`config.mk`:
```
export PLATFORM = sky130hd
export DESIGN_NAME = onehot_stream_encoder_flat
export DESIGN_NICKNAME = d
export VERILOG_FILES = /design/src/rtl/onehot_stream_encoder_if.sv /design/src/rtl/onehot_stream_encoder.sv /design/src/flat_wrapper.sv
export SDC_FILE = /design/constraint.sdc
export NUM_CORES = 1
export LEC_CHECK = 0
export BUFFER_PORTS_ARGS = -buffer_cell sky130_fd_sc_hd__buf_2
export CORE_AREA = 2 2 39 41
export CTS_CLUSTER_DIAMETER = 200
export DETAILED_ROUTE_END_ITERATION = 8
export DIE_AREA = 0 0 41 43
export PLACE_DENSITY = 0.5
export REMOVE_ABC_BUFFERS = 1
export SYNTH_ARGS = -nofsm -noshare
export SYNTH_HDL_FRONTEND = slang
export SYNTH_SLANG_ARGS = --single-unit
```
`constraint.sdc`:
```
create_clock -name clk -period 2.5 [get_ports clk]
set_input_delay 0.25 -clock clk [delete_from_list [all_inputs] [get_ports clk]]
set_output_delay 0.25 -clock clk [all_outputs]
set_load 0.02 [all_outputs]
```
`src/rtl/onehot_stream_encoder_if.sv`:
```
// Handshake bundle for onehot_stream_encoder: the vector input port and the
// serial index output port. The slave modport is the encoder's view and the
// master modport is the view of the logic around it.
interface onehot_stream_encoder_if #(
    parameter int N = 4
);
    localparam int W = $clog2(N);

    logic         in_valid;
    logic         in_ready;
    logic [N-1:0] in_vec;
    logic         out_valid;
    logic         out_ready;
    logic [W-1:0] out_index;
    logic         out_last;
    logic         out_none;

    modport master (
        output in_valid, in_vec, out_ready,
        input  in_ready, out_valid, out_index, out_last, out_none
    );

    modport slave (
        input  in_valid, in_vec, out_ready,
        output in_ready, out_valid, out_index, out_last, out_none
    );
endinterface

```
`src/rtl/onehot_stream_encoder.sv`:
```
// onehot_stream_encoder: accepts an N-bit request vector and replays it as a
// stream of binary indices, one per set bit, with a last flag on the final
// beat. An all-zero vector produces a single beat (index 0, none=1).
// Optional build macro ENC_MSB_FIRST_EN: scan highest set bit first instead
// of lowest set bit first.
module onehot_stream_encoder #(
    parameter int N = 4
) (
    input  logic                      clk,
    input  logic                      rst_n,
    onehot_stream_encoder_if.slave    bus
);
    localparam int W = $clog2(N);

    typedef enum logic {
        IDLE = 1'b0,
        EMIT = 1'b1
    } state_t;

    state_t       state_q, state_d;
    logic [N-1:0] pending_q, pending_d;
    logic         zero_q, zero_d;

    logic [W-1:0] scan_idx;
    logic         at_most_one;

    logic         in_ready_c;
    logic         out_valid_c;
    logic [W-1:0] out_index_c;
    logic         out_last_c;
    logic         out_none_c;

    // Pick the next bit to report from the pending set (last match wins).
    always_comb begin
        scan_idx = '0;
`ifdef ENC_MSB_FIRST_EN
        for (int i = 0; i < N; i++) begin
            if (pending_q[i]) scan_idx = W'(i);
        end
`else
        for (int i = N - 1; i >= 0; i--) begin
            if (pending_q[i]) scan_idx = W'(i);
        end
`endif
    end

    // Clearing the lowest set bit leaves zero iff at most one bit was set.
    assign at_most_one = ((pending_q & (pending_q - N'(1))) == '0);

    // Next-state and output decode; outputs depend only on registered state.
    always_comb begin
        state_d     = state_q;
        pending_d   = pending_q;
        zero_d      = zero_q;
        in_ready_c  = 1'b0;
        out_valid_c = 1'b0;
        out_index_c = '0;
        out_last_c  = 1'b0;
        out_none_c  = 1'b0;
        unique case (state_q)
            IDLE: begin
                in_ready_c = 1'b1;
                if (bus.in_valid) begin
                    pending_d = bus.in_vec;
                    zero_d    = (bus.in_vec == '0);
                    state_d   = EMIT;
                end
            end
            EMIT: begin
                out_valid_c = 1'b1;
                out_index_c = scan_idx;
                out_last_c  = at_most_one;
                out_none_c  = zero_q;
                if (bus.out_ready) begin
                    if (at_most_one) begin
                        pending_d = '0;
                        state_d   = IDLE;
                    end else begin
                        pending_d = pending_q & ~(N'(1) << scan_idx);
                    end
                end
            end
            default: begin
                state_d = IDLE;
            end
        endcase
    end

    // State, pending set and zero flag registers; reset discards any work.
    always_ff @(posedge clk or negedge rst_n) begin
        if (!rst_n) begin
            state_q   <= IDLE;
            pending_q <= '0;
            zero_q    <= 1'b0;
        end else begin
            state_q   <= state_d;
            pending_q <= pending_d;
            zero_q    <= zero_d;
        end
    end

    assign bus.in_ready  = in_ready_c;
    assign bus.out_valid = out_valid_c;
    assign bus.out_index = out_index_c;
    assign bus.out_last  = out_last_c;
    assign bus.out_none  = out_none_c;
endmodule

```
`src/flat_wrapper.sv`:
```
// flat-port wrapper written by rule: the top's interface ports become plain ports
module onehot_stream_encoder_flat 
#(
    parameter int N = 4
)
  (clk, rst_n, bus_in_valid, bus_in_vec, bus_out_ready, bus_in_ready, bus_out_valid, bus_out_index, bus_out_last, bus_out_none);
  onehot_stream_encoder_if #(.N(N)) bus_i ();
  input  logic clk;
  input  logic rst_n;
  input wire logic [$bits(bus_i.in_valid)-1:0] bus_in_valid;
  input wire logic [$bits(bus_i.in_vec)-1:0] bus_in_vec;
  input wire logic [$bits(bus_i.out_ready)-1:0] bus_out_ready;
  output wire logic [$bits(bus_i.in_ready)-1:0] bus_in_ready;
  output wire logic [$bits(bus_i.out_valid)-1:0] bus_out_valid;
  output wire logic [$bits(bus_i.out_index)-1:0] bus_out_index;
  output wire logic [$bits(bus_i.out_last)-1:0] bus_out_last;
  output wire logic [$bits(bus_i.out_none)-1:0] bus_out_none;
  assign bus_i.in_valid = bus_in_valid;
  assign bus_i.in_vec = bus_in_vec;
  assign bus_i.out_ready = bus_out_ready;
  assign bus_in_ready = bus_i.in_ready;
  assign bus_out_valid = bus_i.out_valid;
  assign bus_out_index = bus_i.out_index;
  assign bus_out_last = bus_i.out_last;
  assign bus_out_none = bus_i.out_none;
  onehot_stream_encoder #(.N(N)) u_core (.clk(clk), .rst_n(rst_n), .bus(bus_i));
endmodule
```
==> flow_summary.rst <==
.. list-table::
   :header-rows: 1

   * - Metric
     - Value
   * - Async set-or-reset flop fraction in the synthesized netlist
     - 100%
   * - Top-Level Pins
     - 14
   * - Yosys top cell area share
     - 44.9%
   * - Class of the worst hold path
     - input port to register
   * - Clock tree from TritonCTS
     - yes
   * - Worst path cell trace
     - a211o_1 > a21oi_2 > buf_2
   * - Antenna-violating nets left
     - 0
   * - DPL Wire Length
     - ~630 um
   * - Post-synthesis cell type count
     - 18
   * - RSZ-0062 raised after global routing
     - false
   * - IO Port Bufs
     - 13
   * - Dominant synthesized flop cell
     - dfrtp_1
   * - Fin crit period
     - about 1.5 ns
   * - Sequential standard cell area
     - 150 sq um
   * - Largest net degree at the start of global routing
     - 9
   * - Placement-stage cell area
     - 419 sq um
   * - Cell total after placement
     - 65
   * - Internal power
     - 0.000300 W
   * - Proportion of synthesized chip area in sequential cells
     - 44.9%
   * - Arrival time of the worst setup path
     - 1.29 ns
   * - Clock group share of total power
     - between 15 and 20%
   * - Post-detailed-route wirelength per cell
     - 11.5 um
   * - Number of vias after detailed routing
     - around 330
   * - CTS buffer count
     - 3
   * - Commonest cells in the netlist
     - 6 x dfrtp_1, 4 x inv_1
   * - Power consumption
     - 0.000553 W
   * - Most instantiated library cell after synthesis
     - dfrtp_1
   * - Fin. Hold Viols
     - 0
   * - Largest clock skew in the final design
     - 0.000929 ns
   * - Synthesis warning total
     - 0
   * - Count of standard-cell rows
     - 14
   * - Critical path type
     - register to output pin
   * - Type of destination of the critical path
     - output pin
   * - Total Neg Setup Slack
     - 0 ns
   * - Global-route usage over all layers
     - 11.9%
   * - Number of global-route vias before repair
     - 303
   * - Switching power
     - 0.000253 W
   * - Layout-stage area growth over the synthesis result
     - 35.2%
   * - Fraction of power consumed by combinational cells
     - approximately 50%
   * - Initial antenna violation count
     - 0
   * - GRT overflow
     - 0
   * - Register bit total from synthesis
     - 6
   * - Worst skew pair latency
     - between 0.2 and 0.25 ns
   * - Number of buffers on the longest clock path
     - 2
   * - Syn_area_per_cell
     - 9.28 sq um
   * - Final setup violating endpoints
     - 0
   * - Footprint of the multi-input gates
     - 169 sq um
   * - Antenna cells
     - 0
   * - Fraction of final layout cells with drive strength greater than 1
     - 35.8%
   * - Initial detailed-routing violation count
     - 3
   * - Cell area after synthesis
     - roughly 330 sq um
   * - Core Region
     - 0.00138 sq mm
   * - Post_cts resized
     - 0
   * - Outcome
     - finished, final reports clean
   * - Routability congestion estimate
     - around 0.7
   * - Count of buffer and inverter cells on the critical path
     - 1
   * - Slowest stage delay, CP
     - 0.43 ns
   * - Buffer type at the clock tree root
     - clkbuf_4
   * - Number of H-tree levels
     - 1
   * - Drc violations
     - 0
   * - Number of nets at the end of the flow
     - 63
   * - Least-Margin Pin Slew
     - 0.271 ns
   * - Leakage dissipation
     - 0.229 nW
   * - Maximum capacitance violations
     - 0
   * - Length of the first detailed-routing pass in iterations
     - 4
   * - Post-synthesis cell type with the largest combined area
     - dfrtp_1
   * - Power per unit of standard cell area
     - approximately 1200 mW/mm^2
   * - Final number of max-transition violations
     - 0
   * - Worst voltage drop across the vdd grid
     - 336 uV
   * - Sequential Power Share
     - 33.7%
   * - Final cell count without fillers
     - 69
   * - Critical path startpoint category
     - register
   * - Fill cell instance count of the final layout
     - between 150 and 200
   * - Switching Fraction
     - 45.7%
   * - DIE AREA
     - 0.00176 sq mm
   * - Required time reported for the critical path endpoint
     - 2.25 ns
   * - X dimension of the die
     - 41 um
   * - Routed wire length
     - 793 um
   * - Initial cell density of the core
     - between 20% and 30%
   * - Biggest area contributors in the synthesized netlist
     - dfrtp_1 45%, nand2b_1 5.6%, a211o_1 5.2%
   * - Vertical extent of the die
     - 43 um
   * - Ratio of final minimum period to clock period
     - 61.7%
   * - Number of cells produced by synthesis
     - 36
   * - Sink count of the clock tree
     - 6
   * - Dominant delay contributor by cell family on the critical path
     - compound AO/OA/AOI/OAI gates
   * - Number of flops mapped to enable cells by yosys
     - 0
   * - Max-Slew Margin vs Limit
     - approximately 82%
   * - Global-route wire length before repair
     - about 1400 um
   * - Peak Freq
     - roughly 650 MHz
   * - Worst-path maximum fanout
     - 6
   * - Buffers inserted by post-CTS timing repair
     - 0
   * - Reg clk slew, reported paths
     - about 0.050 ns
   * - Vias per cell
     - roughly 4.8
   * - Finished Cell Area
     - 452 sq um
   * - Cell with the largest stage delay on the worst path
     - dfrtp_1
## power groups by stage
stage	Sequential, W	Combinational, W	Clock, W
after floorplan	0.000182	0.000193	0
after global placement	0.000187	0.000278	0
after detailed placement	0.000187	0.000277	0
after CTS	0.000186	0.000279	0.0000964
after global routing	0.000193	0.000305	0.000103
final	0.000187	0.000275	0.0000911
## state kept, by name (all words and copies together) (netlist names)
register / cells
u_core.pending_q: 4
u_core.zero_q: 1
u_core.state_q: 1
## worst min-delay path, delay by kind of cell
family                 cells  cell delay (ns)
buffers and inverters      1             0.09
AO/OA/AOI/OAI              1             0.06
AND/OR/NAND/NOR            1             0.04
## logic make-up (layout without fill, tap and decap cells)
kind of cell,count (synthesis),count (layout),share of synthesized area (%)
compound gates,13,13,28.5
flops,6,6,44.9
mux,1,1,3.37
simple gates,12,12,18.7
buf+inv,4,21,4.49
## final cells by class
type / instances / share of cell area [%]
Multi-Input combinational cell: 26 / 37.4
Sequential cell: 6 / 33.2
Timing Repair Buffer: 14 / 16.6
Clock buffer: 3 / 4.99
Tap cell: 16 / 4.43
Inverter: 4 / 3.32
## stage by stage
step | hold slack, ns | setup WS [ns] | utilization (%)
2_1_floorplan | -0.0456 | 1.05 | -
5_1_grt | 0.229 | 0.887 | 32.6
4_1_cts | 0.225 | 0.950 | 32.6
3_5_place_dp | 0.0900 | 1.22 | 30.3
3_3_place_gp | 0.0858 | 1.22 | 30.3
6_report | 0.234 | 0.957 | 32.6
## path summary, 6_finish.rpt
| check | from | endpoint | slack, ns | cells past startpoint |
|---|---|---|---|---|
| max | u_core.pending_q[1] | bus_out_last | 0.96 | 3 |
| min | bus_in_vec[1] | u_core.pending_q[1] | 0.23 | 3 |
| max reg2reg | u_core.state_q | u_core.zero_q | 1.29 | 2 |
| min reg2reg | u_core.zero_q | u_core.zero_q | 0.50 | 1 |
| max in group asynchronous | rst_n | u_core.zero_q | 1.99 | 2 |
| min in group asynchronous | rst_n | u_core.state_q | 0.36 | 2 |
## layer usage
| metal | GRT usage, % | vias up | part of all wire (%) |
|---|---|---|---|
| met5 | 0 | - | 0 |
| met3 | 4.71 | 0 | 5.8 |
| li1 | - | 166 | - |
| met1 | 16.9 | 152 | 46 |
| met2 | 14.1 | 14 | 48 |
| met4 | 8.00 | 0 | 0 |
## cells in the final DEF, fill, tap and decap left out
cell	count
buf_2	13
dfrtp_1	6
inv_1	4
nand2b_1	3
a21oi_1	3
nor2_1	3
nand2_1	3
clkbuf_4	3
a211o_1	2
o311ai_1	2
a21oi_2	1
and2_1	1
a211oi_1	1
nor2b_2	1
o21ai_0	1
nor4_1	1
mux2_2	1
o21bai_1	1
a22o_1	1
o31ai_1	1
dlygate4sd3_1	1
## what timing repair did
action / CTS / global route
hold endpoints to repair: 6 / 0
endpoints found under the setup margin: 0 / 0
hold buffers: 1 / 0
Note: power is estimated with default switching activity, not from simulation.
